--- config.mk ---
export PLATFORM = sky130hd
export DESIGN_NAME = syscall_unit
export DESIGN_NICKNAME = d
export VERILOG_FILES = /design/src/rtl/mips_sys_pkg.sv /design/src/rtl/sat_counter.sv /design/src/rtl/syscall_unit.sv
export SDC_FILE = /design/constraint.sdc
export NUM_CORES = 1
export LEC_CHECK = 0
export BUFFER_PORTS_ARGS = -buffer_cell sky130_fd_sc_hd__buf_2
export CAP_MARGIN = 40
export CORE_UTILIZATION = 41
export CTS_CLUSTER_SIZE = 12
export DETAILED_ROUTE_END_ITERATION = 10
export GPL_ROUTABILITY_DRIVEN = 0
export PLACE_DENSITY_LB_ADDON = 0.3
export SYNTH_ARGS = -nofsm -noshare
export SYNTH_HDL_FRONTEND = slang
export SYNTH_SLANG_ARGS = --single-unit
--- constraint.sdc ---
create_clock -name clk -period 1.6 [get_ports clk]
set_input_delay 0.16 -clock clk [delete_from_list [all_inputs] [get_ports clk]]
set_output_delay 0.16 -clock clk [all_outputs]
set_load 0.01 [all_outputs]
--- src/rtl/mips_sys_pkg.sv ---
// mips_sys_pkg: syscall code constants and syscall FSM state type
package mips_sys_pkg;
    localparam logic [31:0] SYS_PRINT = 32'd34;
    localparam logic [31:0] SYS_EXIT  = 32'd10;
    localparam logic [31:0] SYS_PAUSE = 32'd50;
    typedef enum logic [1:0] {IDLE, PAUSE, RESUME, HALT} state_t;
endpackage

--- src/rtl/sat_counter.sv ---
// sat_counter: up counter that sticks at all-ones instead of wrapping
module sat_counter #(
    parameter int W = 16
) (
    input  logic         clk,
    input  logic         rst_n,
    input  logic         inc,
    output logic [W-1:0] q
);
    always_ff @(posedge clk or negedge rst_n)
        if (!rst_n) q <= '0;
        else if (inc && q != '1) q <= q + W'(1);
endmodule

--- src/rtl/syscall_unit.sv ---
// syscall_unit: decodes SYSCALL for print/pause/exit and stalls the CPU accordingly
module syscall_unit
    import mips_sys_pkg::*;
#(
    parameter logic [31:0] V0_PRINT = SYS_PRINT,
    parameter logic [31:0] V0_EXIT  = SYS_EXIT,
    parameter logic [31:0] V0_PAUSE = SYS_PAUSE,
    parameter int          CNT_W    = 16
) (
    input  logic             clk,
    input  logic             rst_n,
    input  logic             syscall,
    input  logic [31:0]      v0,
    input  logic [31:0]      a0,
    input  logic             go,
    output logic             stall,
    output logic             halted,
    output logic [31:0]      disp,
    output logic             disp_valid,
    output logic [CNT_W-1:0] sys_cnt
);
    state_t state, state_nxt;
    logic accept, is_print, is_pause, is_exit;
    assign accept   = state == IDLE && syscall;
    assign is_print = v0 == V0_PRINT;
    assign is_pause = v0 == V0_PAUSE;
    assign is_exit  = v0 == V0_EXIT;
    always_ff @(posedge clk or negedge rst_n)
        if (!rst_n) state <= IDLE;
        else state <= state_nxt;
    always_comb begin
        state_nxt = state == IDLE   ? (accept && is_pause ? PAUSE : accept && is_exit ? HALT : IDLE) :
                    state == PAUSE  ? (go ? RESUME : PAUSE) :
                    state == RESUME ? IDLE : HALT;
    end
    // reset gating keeps stall low even though IDLE decode would otherwise see syscall
    always_comb begin
        stall = rst_n && (state == PAUSE || state == HALT || (accept && (is_pause || is_exit)));
    end
    assign halted = state == HALT;
    always_ff @(posedge clk or negedge rst_n)
        if (!rst_n) begin
            disp       <= '0;
            disp_valid <= 1'b0;
        end else begin
            disp_valid <= accept && is_print;
            if (accept && is_print) disp <= a0;
        end
    sat_counter #(.W(CNT_W)) u_cnt (
        .clk  (clk),
        .rst_n(rst_n),
        .inc  (accept),
        .q    (sys_cnt)
    );
endmodule

==> results of run 1 <==
-- layer usage --
| metal | track usage, % | vias to the layer above |
|---|---|---|
| li1 | - | 924 |
| met1 | 22.0 | 952 |
| met2 | 31.8 | 84 |
| met3 | 4.94 | 4 |
| met4 | 4.91 | 0 |
| met5 | 0 | - |
-- kinds of logic (layout without fill, tap and decap cells) --
group	after synthesis	count (layout)	synth area share [%]
compound gates	12	12	3.16
flops	51	51	54.7
simple gates	55	55	14.6
xor+xnor	12	12	4.50
mux	33	33	20.7
fa+ha+maj	1	1	0.536
buf+inv	5	164	1.77
-- worst paths after layout --
path	start	cells past startpoint	end	slack (ps)
setup / recovery	state[1]	6	u_cnt.q[15]	-240
hold / removal	rst_n	2	disp[28]	-6
setup reg to reg	state[1]	6	u_cnt.q[15]	-240
hold reg to reg	disp[16]	1	disp[16]	510
max in group asynchronous	rst_n	2	u_cnt.q[8]	1160
min in group clk	a0[8]	2	disp[8]	80
-- registers in the layout, summed over array words and instances, names as in the netlist --
signal and flops:
disp_valid 1, u_cnt.q 16, disp 32, state 2
-- stage by stage --
step / std cells / hold slack (ps) / cell area (um2) / util [%] / TNS [ps]
5_1_grt: 400 / 46.7 / 3530 / 64.2 / -7610
4_1_cts: 392 / 19.4 / 3380 / 61.4 / -3790
6_report: 400 / -6.00 / 3530 / 64.2 / -5580
3_3_place_gp: 382 / 357 / 3210 / 58.2 / -5420
2_1_floorplan: 169 / -136 / 2350 / - / -271
3_5_place_dp: 382 / 360 / 3210 / 58.2 / -6060
-- where the power goes --
group | internal (mW) | switching, mW | total [mW]
clock network | 0.466 | 0.432 | 0.898
registers | 1.38 | 0.0569 | 1.43
logic | 0.385 | 0.351 | 0.736
-- layout by cell type (no fill, tap or decap), drive strengths merged, types with 4 or more instances in the layout --
cell,netlist,final
nor2,10,10
nand3,10,10
xor2,4,4
buf,3,152
dfrtp,51,51
nor4,5,5
mux2,33,33
nand4,5,5
xnor2,8,8
clkbuf,0,7
nand2,9,9
-- final cells by class --
cell class	instances	share of cell area, %
sequential	51	36.2
multi-input combinational	113	31.9
timing repair buffer	154	26.0
tap	72	2.55
clock buffer	5	1.95
clock inverter	3	1.24
inverter	2	0.212
-- worst reg2reg max path: cells and delay by family (launching register included) --
kind	cells	cell delay, ps
buffers and inverters	1	140
AND/OR/NAND/NOR	4	1050
flip-flops	1	420
XOR/XNOR	1	150
-- repair_timing --
item,CTS,global route
pin swaps,2,13
gates cloned,0,3
endpoints found under the setup margin,37,46
buffers inserted,2,5
gates resized for setup,8,14
==> reports/metrics.cfg, run 1 <==
[outcome]
outcome=finished with violations
violations=negative hold slack, negative setup slack

[clocking]
cts_tree=yes
clkSinkCount=51
clk_path_buf_depth=2
hold_buffers=0
h-tree-depth=2
insertion_delay_ps=300
clkSlewWorstSetupHoldPaths_ps=90
cts_root_buf=clkbuf_8
cts_inserted_buffers=5

[flow_run]
drv_cap=0

[power_and_ir_drop]
p_leak_nw=2.02
irDropWorstVdd_v=0.000709
total_power_mw=3.07
p_per_area_nw_per_um2=868

[floorplanning]
start_util_pct=42.4
pin_count=119
dieArea_um2=6000
coreArea_um2=5510
num_rows=27
die_w_um=77.5
die_h_um=77.5

[setup_path]
path_max_fanout=3
crit_slowest_cell=or4_4
cpPeakStageDelay_ps=570
timing_worst_setup_path_type=reg -> reg
required_ps=1830
cp_cell_sequence=nor3b_4, buf_6, nand4_4, or4_4, nor3_4, xor2_1
start_kind=flop
path_delay_family=simple AND/OR/NAND/NOR gates
cp-end-kind=flop
cp.arrival_ps=2070
path_buf_inv=1

[cells_and_area]
area_delta_synth_final_pct=51.3
fin_nets=396
n_fill_cell=434
n_antenna_cell=0
multi_input_area_um2=1130
drive_above_1_share_pct=65.9
regArea_um2=1280

[logic_synthesis]
synth-edff-count=0
synth_warnings=0
syn_nets=238
yosysMostFrequentCell=dfrtp_1
async_flop_share_pct=100
yosysTopAreaCell=dfrtp_1
yosys.area.top_type_share_pct=54.7
synth-seq-cells=51
synthCells=169
syn-cell-area_um2=2330
synth_area_leaders=dfrtp_1 (55%), mux2_4 (19%), xnor2_1 (3.0%), nand3_1 (1.9%), xor2_1 (1.5%)
synth_ff_type=dfrtp_1
avgSynthCellArea_um2=13.8
synth-seq-area-share_pct=54.7
post_synth_num_cell_types=34
synth_common_cells=dfrtp_1 (51), mux2_4 (30), nand2_1 (9), nand3_1 (9), nor2_1 (9)

[timing]
rsz0062_at_grt=yes
timing.final.crit_period_ps=1840
slew_headroom_pct=58.6
hold_ws_ps=-6.00
finalWorstSetupSlack_ps=-244
finClkSkew_ps=8.04
worst_slew_pin_slew_ps=622
finalHoldViolCount=21
drv_slew=0
period_share_pct=115
setup_viol=38
fmax_mhz=542

[placed_design]
io_buffer_count=118
place_ws_ps=-186
dp_hpwl_um=4040

[drt]
detail-route-antenna-nets=0
first_pass_iters=4
remaining_drc_errors=0
drt_iter0_drc=51
vias=1964
top_layer_used=met4
wl_met3_um=326
wl_per_cell_um=14.4
drt_wl_total_um=5770
wl_met1_um=2510
via_per_inst=4.91
wl_met2_um=2890

[grt]
grt_pass1_vias=1913
antenna_found_initial=0
grt_max_degree=52
grt_pass1_wl_um=8510
overflow=0
grtUsageTotal_pct=18.2

[hold_path]
hold_class=in -> async

(Power assumes the default switching activity.)
==> inputs of run 2 (changes only) <==
BUFFER_PORTS_ARGS = unset   (was -buffer_cell sky130_fd_sc_hd__buf_2)
CORE_UTILIZATION = 56   (was 41)
DONT_BUFFER_PORTS = 1   (was unset)
==> reports/metrics.cfg, run 2 (same netlist as run 1, synthesis figures left out) <==
[setup_path]
path_max_fanout=4  ; +1
required_ps=1830  ; about the same
crit_slowest_cell=or4_4
rrSetupSlack_ps=-170  ; +70 ps
cp.arrival_ps=2000  ; -70 ps
path_buf_inv=0  ; -1
path_delay_family=simple AND/OR/NAND/NOR gates
cpPeakStageDelay_ps=570  ; about the same
start_kind=flop
timing_worst_setup_path_type=reg -> reg
cp-end-kind=flop
cp_cell_sequence=nor3b_4, nand4_2, or4_4, nor3_4, xor2_1

[floorplanning]
coreArea_um2=4000  ; -27%
start_util_pct=58.4  ; +16 points
die_h_um=66.6  ; -14%
die_w_um=66.6  ; -14%
dieArea_um2=4430  ; -26%
num_rows=23  ; -15%
pin_count=119  ; unchanged

[drt]
first_pass_iters=4  ; unchanged
remaining_drc_errors=0  ; unchanged
drt_iter0_drc=95  ; +86%
via_per_inst=5.79  ; +18%
vias=1662  ; -15%
wl_per_cell_um=20.0  ; +39%
drt_wl_total_um=5750  ; -0.24%
detail-route-antenna-nets=0  ; unchanged

[cells_and_area]
drive_above_1_share_pct=40.5  ; -25 points
n_fill_cell=236  ; -46%
fin_nets=305  ; -23%
largest_reg_flops=32  ; unchanged
reg.largest.list=disp x32, u_cnt.q x16, state x2
area_delta_synth_final_pct=36.0
final_cell_mix=dfrtp_1 (51), dlygate4sd3_1 (31), mux2_4 (30)
n_antenna_cell=0  ; unchanged
instances_no_fill=287  ; -28%
regMostFlops=disp
final_common_cell=dfrtp_1

[timing]
setup_viol=41  ; +7.9%
fmax_mhz=565  ; +4.1%
finClkSkew_ps=6.72  ; -1.32 ps
tns_ps=-4270  ; +1320 ps
timing.final.crit_period_ps=1770  ; -72.5 ps
slew_headroom_pct=67.4  ; +8.8 points
worst_slew_pin_slew_ps=489  ; -133 ps
drv_slew=0  ; unchanged
finalWorstSetupSlack_ps=-171  ; +72.5 ps
period_share_pct=111  ; -4.5 points
rsz0062_at_grt=yes
hold_ws_ps=1.23  ; +7.23 ps
finalHoldViolCount=0  ; -100%

[clocking]
cts_root_buf=clkbuf_8
clkSinkCount=51  ; unchanged
clkSlewWorstSetupHoldPaths_ps=90  ; about the same
clk_path_buf_depth=2  ; unchanged
h-tree-depth=2  ; unchanged
cts_tree=yes
cts_inserted_buffers=5  ; unchanged
insertion_delay_ps=300  ; about the same

[outcome]
violations=negative setup slack
outcome=finished with violations

[power_and_ir_drop]
p_leak_nw=1.58  ; -22%
irDropWorstVdd_v=0.00115  ; +62%
p_per_area_nw_per_um2=932  ; +7.4%

[grt]
grtUsageTotal_pct=24.4  ; +6.2 points
grt_pass1_vias=1671  ; -13%
grt_pass1_wl_um=7780  ; -8.6%
overflow=0  ; unchanged
antenna_found_initial=0  ; unchanged
grt_max_degree=52  ; unchanged

[placed_design]
placed_cells=240  ; -37%
io_buffer_count=0  ; -100%
dp_hpwl_um=3780  ; -6.6%

[hold_path]
hold_class=in -> reg

[flow_run]
drv_cap=0  ; unchanged

## run 2: power breakdown
group / total [mW] / switching, mW / internal, mW
registers: 1.43 / 0.0535 / 1.38
clock network: 0.884 / 0.419 / 0.466
logic: 0.647 / 0.331 / 0.316
total: 2.96 / 0.803 / 2.16
## run 2: what timing repair did
item / 4_1_cts / 5_1_grt
endpoints found under the setup margin: 41 / 45
hold endpoints to repair: 67 / 14
gates resized for setup: 10 / 8
gates cloned: 0 / 2
setup buffers: 2 / 3
pin swaps: 5 / 7
hold buffers: 18 / 14
## run 2: worst paths after layout
kind                                   from           to  cells past startpoint
worst max-delay path               state[0]  u_cnt.q[15]                      5
worst min-delay path                     go     state[1]                      2
worst max register to register     state[0]  u_cnt.q[15]                      5
worst min register to register  u_cnt.q[15]  u_cnt.q[15]                      2
max in group asynchronous             rst_n  u_cnt.q[14]                      2
min in group asynchronous             rst_n     disp[12]                      2
## run 2: worst register-to-register path, cell delays in order, from the launching register on
cell and delay [ps]:
dfrtp_1 410, nor3b_4 270, nand4_2 140, or4_4 570
nor3_4 150, xor2_1 150
## run 2: cell type report
| cell class | instances | area (um2) | share of cell area (%) |
|---|---|---|---|
| Clock buffer | 5 | 68.8 | 2.17 |
| Multi-Input combinational cell | 113 | 1110 | 35.0 |
| Sequential cell | 51 | 1280 | 40.2 |
| Inverter | 2 | 7.51 | 0.236 |
| Tap cell | 50 | 62.6 | 1.97 |
| Timing Repair Buffer | 63 | 604 | 19.0 |
| Clock inverter | 3 | 43.8 | 1.38 |
## run 2: per-layer routing
layer,vias to the layer above,wire [um],GRT usage [%]
li1,737,-,-
met1,824,2150,26.2
met2,90,3080,43.9
met3,11,412,7.19
met4,0,111,10.4
met5,-,0,0
## run 2: per-stage QoR
step | worst slack (ps) | power, mW | area, um2 | util (%)
after floorplan | -90.2 | 1.71 | 2350 | -
after global placement | -99.3 | 1.90 | 2570 | 64.3
after detailed placement | -160 | 1.95 | 2570 | 64.3
after CTS | -187 | 2.93 | 2950 | 73.9
after global routing | -261 | 3.09 | 3180 | 79.4
final | -171 | 2.96 | 3180 | 79.4
==> inputs of run 3 (changes only) <==
clock period = 1.4 ns   (was 1.6 ns; I/O delays follow)
==> reports/metrics.cfg, run 3 (same netlist as run 1, synthesis figures left out) <==
[outcome]
outcome=finished with violations
violations=negative setup slack

[hold_path]
hold_class=in -> reg
min_path_cells=2  ; unchanged
hold_end=state[1]
hp-start=v0[3]

[drt]
wl_per_cell_um=19.0  ; -5.0%
via_per_inst=5.74  ; -0.87%
remaining_drc_errors=0  ; unchanged
wl_met3_um=372  ; -9.7%
first_pass_iters=4  ; unchanged
wl_met2_um=2970  ; -3.3%
drt_wl_total_um=5660  ; -1.7%
drt_iter0_drc=81  ; -15%
top_layer_used=met4
vias=1705  ; +2.6%
wl_met1_um=2210  ; +2.8%
detail-route-antenna-nets=0  ; unchanged

[grt]
overflow=0  ; unchanged
grtUsageTotal_pct=24.3  ; -0.064 points
grt_pass1_wl_um=7940  ; +2.0%
grt_pass1_vias=1700  ; +1.7%
antenna_found_initial=0  ; unchanged
grt_max_degree=52  ; unchanged

[cells_and_area]
final_cell_mix=dfrtp_1 (49), buf_4 (35), dlygate4sd3_1 (33)
final_common_cell=dfrtp_1
n_antenna_cell=0  ; unchanged
regMostFlops=disp
drive_above_1_share_pct=42.1  ; +1.6 points
multi_input_area_um2=1120  ; +1.1%
regArea_um2=1280  ; +0.20%
n_fill_cell=222  ; -5.9%
largest_reg_flops=32  ; unchanged
area_delta_synth_final_pct=38.9
final_area_um2=3240  ; +2.1%
fin_nets=315  ; +3.3%
reg.largest.list=disp x32, u_cnt.q x16, state x2

[power_and_ir_drop]
p_leak_nw=1.62  ; +3.1%
p_per_area_nw_per_um2=997  ; +7.0%
total_power_mw=3.23  ; +9.3%
irDropWorstVdd_v=0.000980  ; -14%

[setup_path]
cp.arrival_ps=1940  ; -60 ps
r2r-start=state[1]
path_max_fanout=4  ; unchanged
required_ps=1590  ; -240 ps
cp-end-kind=flop
start_kind=flop
rrSetupSlack_ps=-340  ; -170 ps
r2r-end=u_cnt.q[11]
cp_cell_sequence=nor3b_4, nand4_2, or4_4, buf_4, xnor2_1
crit_slowest_cell=or4_4
r2r_cells=5  ; unchanged
cpPeakStageDelay_ps=550  ; -20 ps
timing_worst_setup_path_type=reg -> reg

[timing]
finalHoldViolCount=0  ; unchanged
drv_slew=0  ; unchanged
worst_slew_pin_slew_ps=468  ; -21.0 ps
hold_ws_ps=25.5  ; +24.3 ps
setup_viol=48  ; +17%
tns_ps=-12640  ; -8380 ps
finClkSkew_ps=7.60  ; +0.879 ps
fmax_mhz=573  ; +1.6%
slew_headroom_pct=68.8  ; +1.4 points
timing.final.crit_period_ps=1740  ; -27.2 ps
rsz0062_at_grt=yes
period_share_pct=125  ; +14 points
finalWorstSetupSlack_ps=-344  ; -173 ps

[floorplanning]
die_h_um=66.6  ; unchanged
pin_count=119  ; unchanged
coreArea_um2=4000  ; unchanged
dieArea_um2=4430  ; unchanged
die_w_um=66.6  ; unchanged
start_util_pct=58.4  ; unchanged
num_rows=23  ; unchanged

[placed_design]
io_buffer_count=0  ; unchanged
place_ws_ps=-394  ; -234 ps
place_area_um2=2640  ; +2.7%
dp_hpwl_um=3510  ; -7.1%

[clocking]
clk_path_buf_depth=2  ; unchanged
clkSinkCount=51  ; unchanged
cts_root_buf=clkbuf_8
cts_inserted_buffers=5  ; unchanged
insertion_delay_ps=300  ; about the same
h-tree-depth=2  ; unchanged
clkSlewWorstSetupHoldPaths_ps=90  ; about the same
cts_tree=yes

[flow_run]
drv_cap=0  ; unchanged

==> run 3: layer usage <==
| layer | track usage, % | up-vias |
|---|---|---|
| met5 | 0 | - |
| met4 | 9.31 | 0 |
| met3 | 7.53 | 9 |
| met2 | 40.7 | 68 |
| met1 | 29.1 | 869 |
| li1 | - | 759 |
==> run 3: how the worst max path moves through the flow <==
stage / from / end
after floorplan: state[1] / u_cnt.q[15]
after global placement: state[1] / u_cnt.q[15]
after detailed placement: state[1] / u_cnt.q[15]
after CTS: state[0] / u_cnt.q[15]
after global routing: state[1] / disp[0]
final: state[1] / u_cnt.q[11]
==> run 3: final cells by class <==
cell class                 instances  share of cell area, %
clock buffer                       7                   2.35
clock inverter                     1                  0.154
inverter                           2                  0.231
multi-input combinational        113                   34.7
sequential                        51                   39.4
tap                               50                   1.93
timing repair buffer              73                   21.2
==> run 3: what timing repair did <==
item                                   CTS  global route
cloned                                   0             2
endpoints found under the hold margin   82             1
setup endpoints to repair               49            51
buffers inserted                         2             4
gates resized for setup                  7            12
pin swaps                                7            14
hold buffers                            33             1
==> run 3: where the power goes <==
group	switching, mW	internal [mW]	leakage [nW]
clock network	0.446	0.352	0.0422
registers	0.0729	1.58	0.697
logic	0.382	0.407	0.885
==> run 3: worst max-delay path, delay by kind of cell (launching register included) <==
family	cells	cell delay, ps
xor+xnor	1	110
buf+inv	1	160
flops	1	410
simple gates	3	960
==> run 3: metrics by stage <==
step           std cells  util, %
2_1_floorplan        169        -
3_3_place_gp         247     66.1
3_5_place_dp         247     66.1
4_1_cts              290     78.2
5_1_grt              297     81.1
6_report             297     81.1
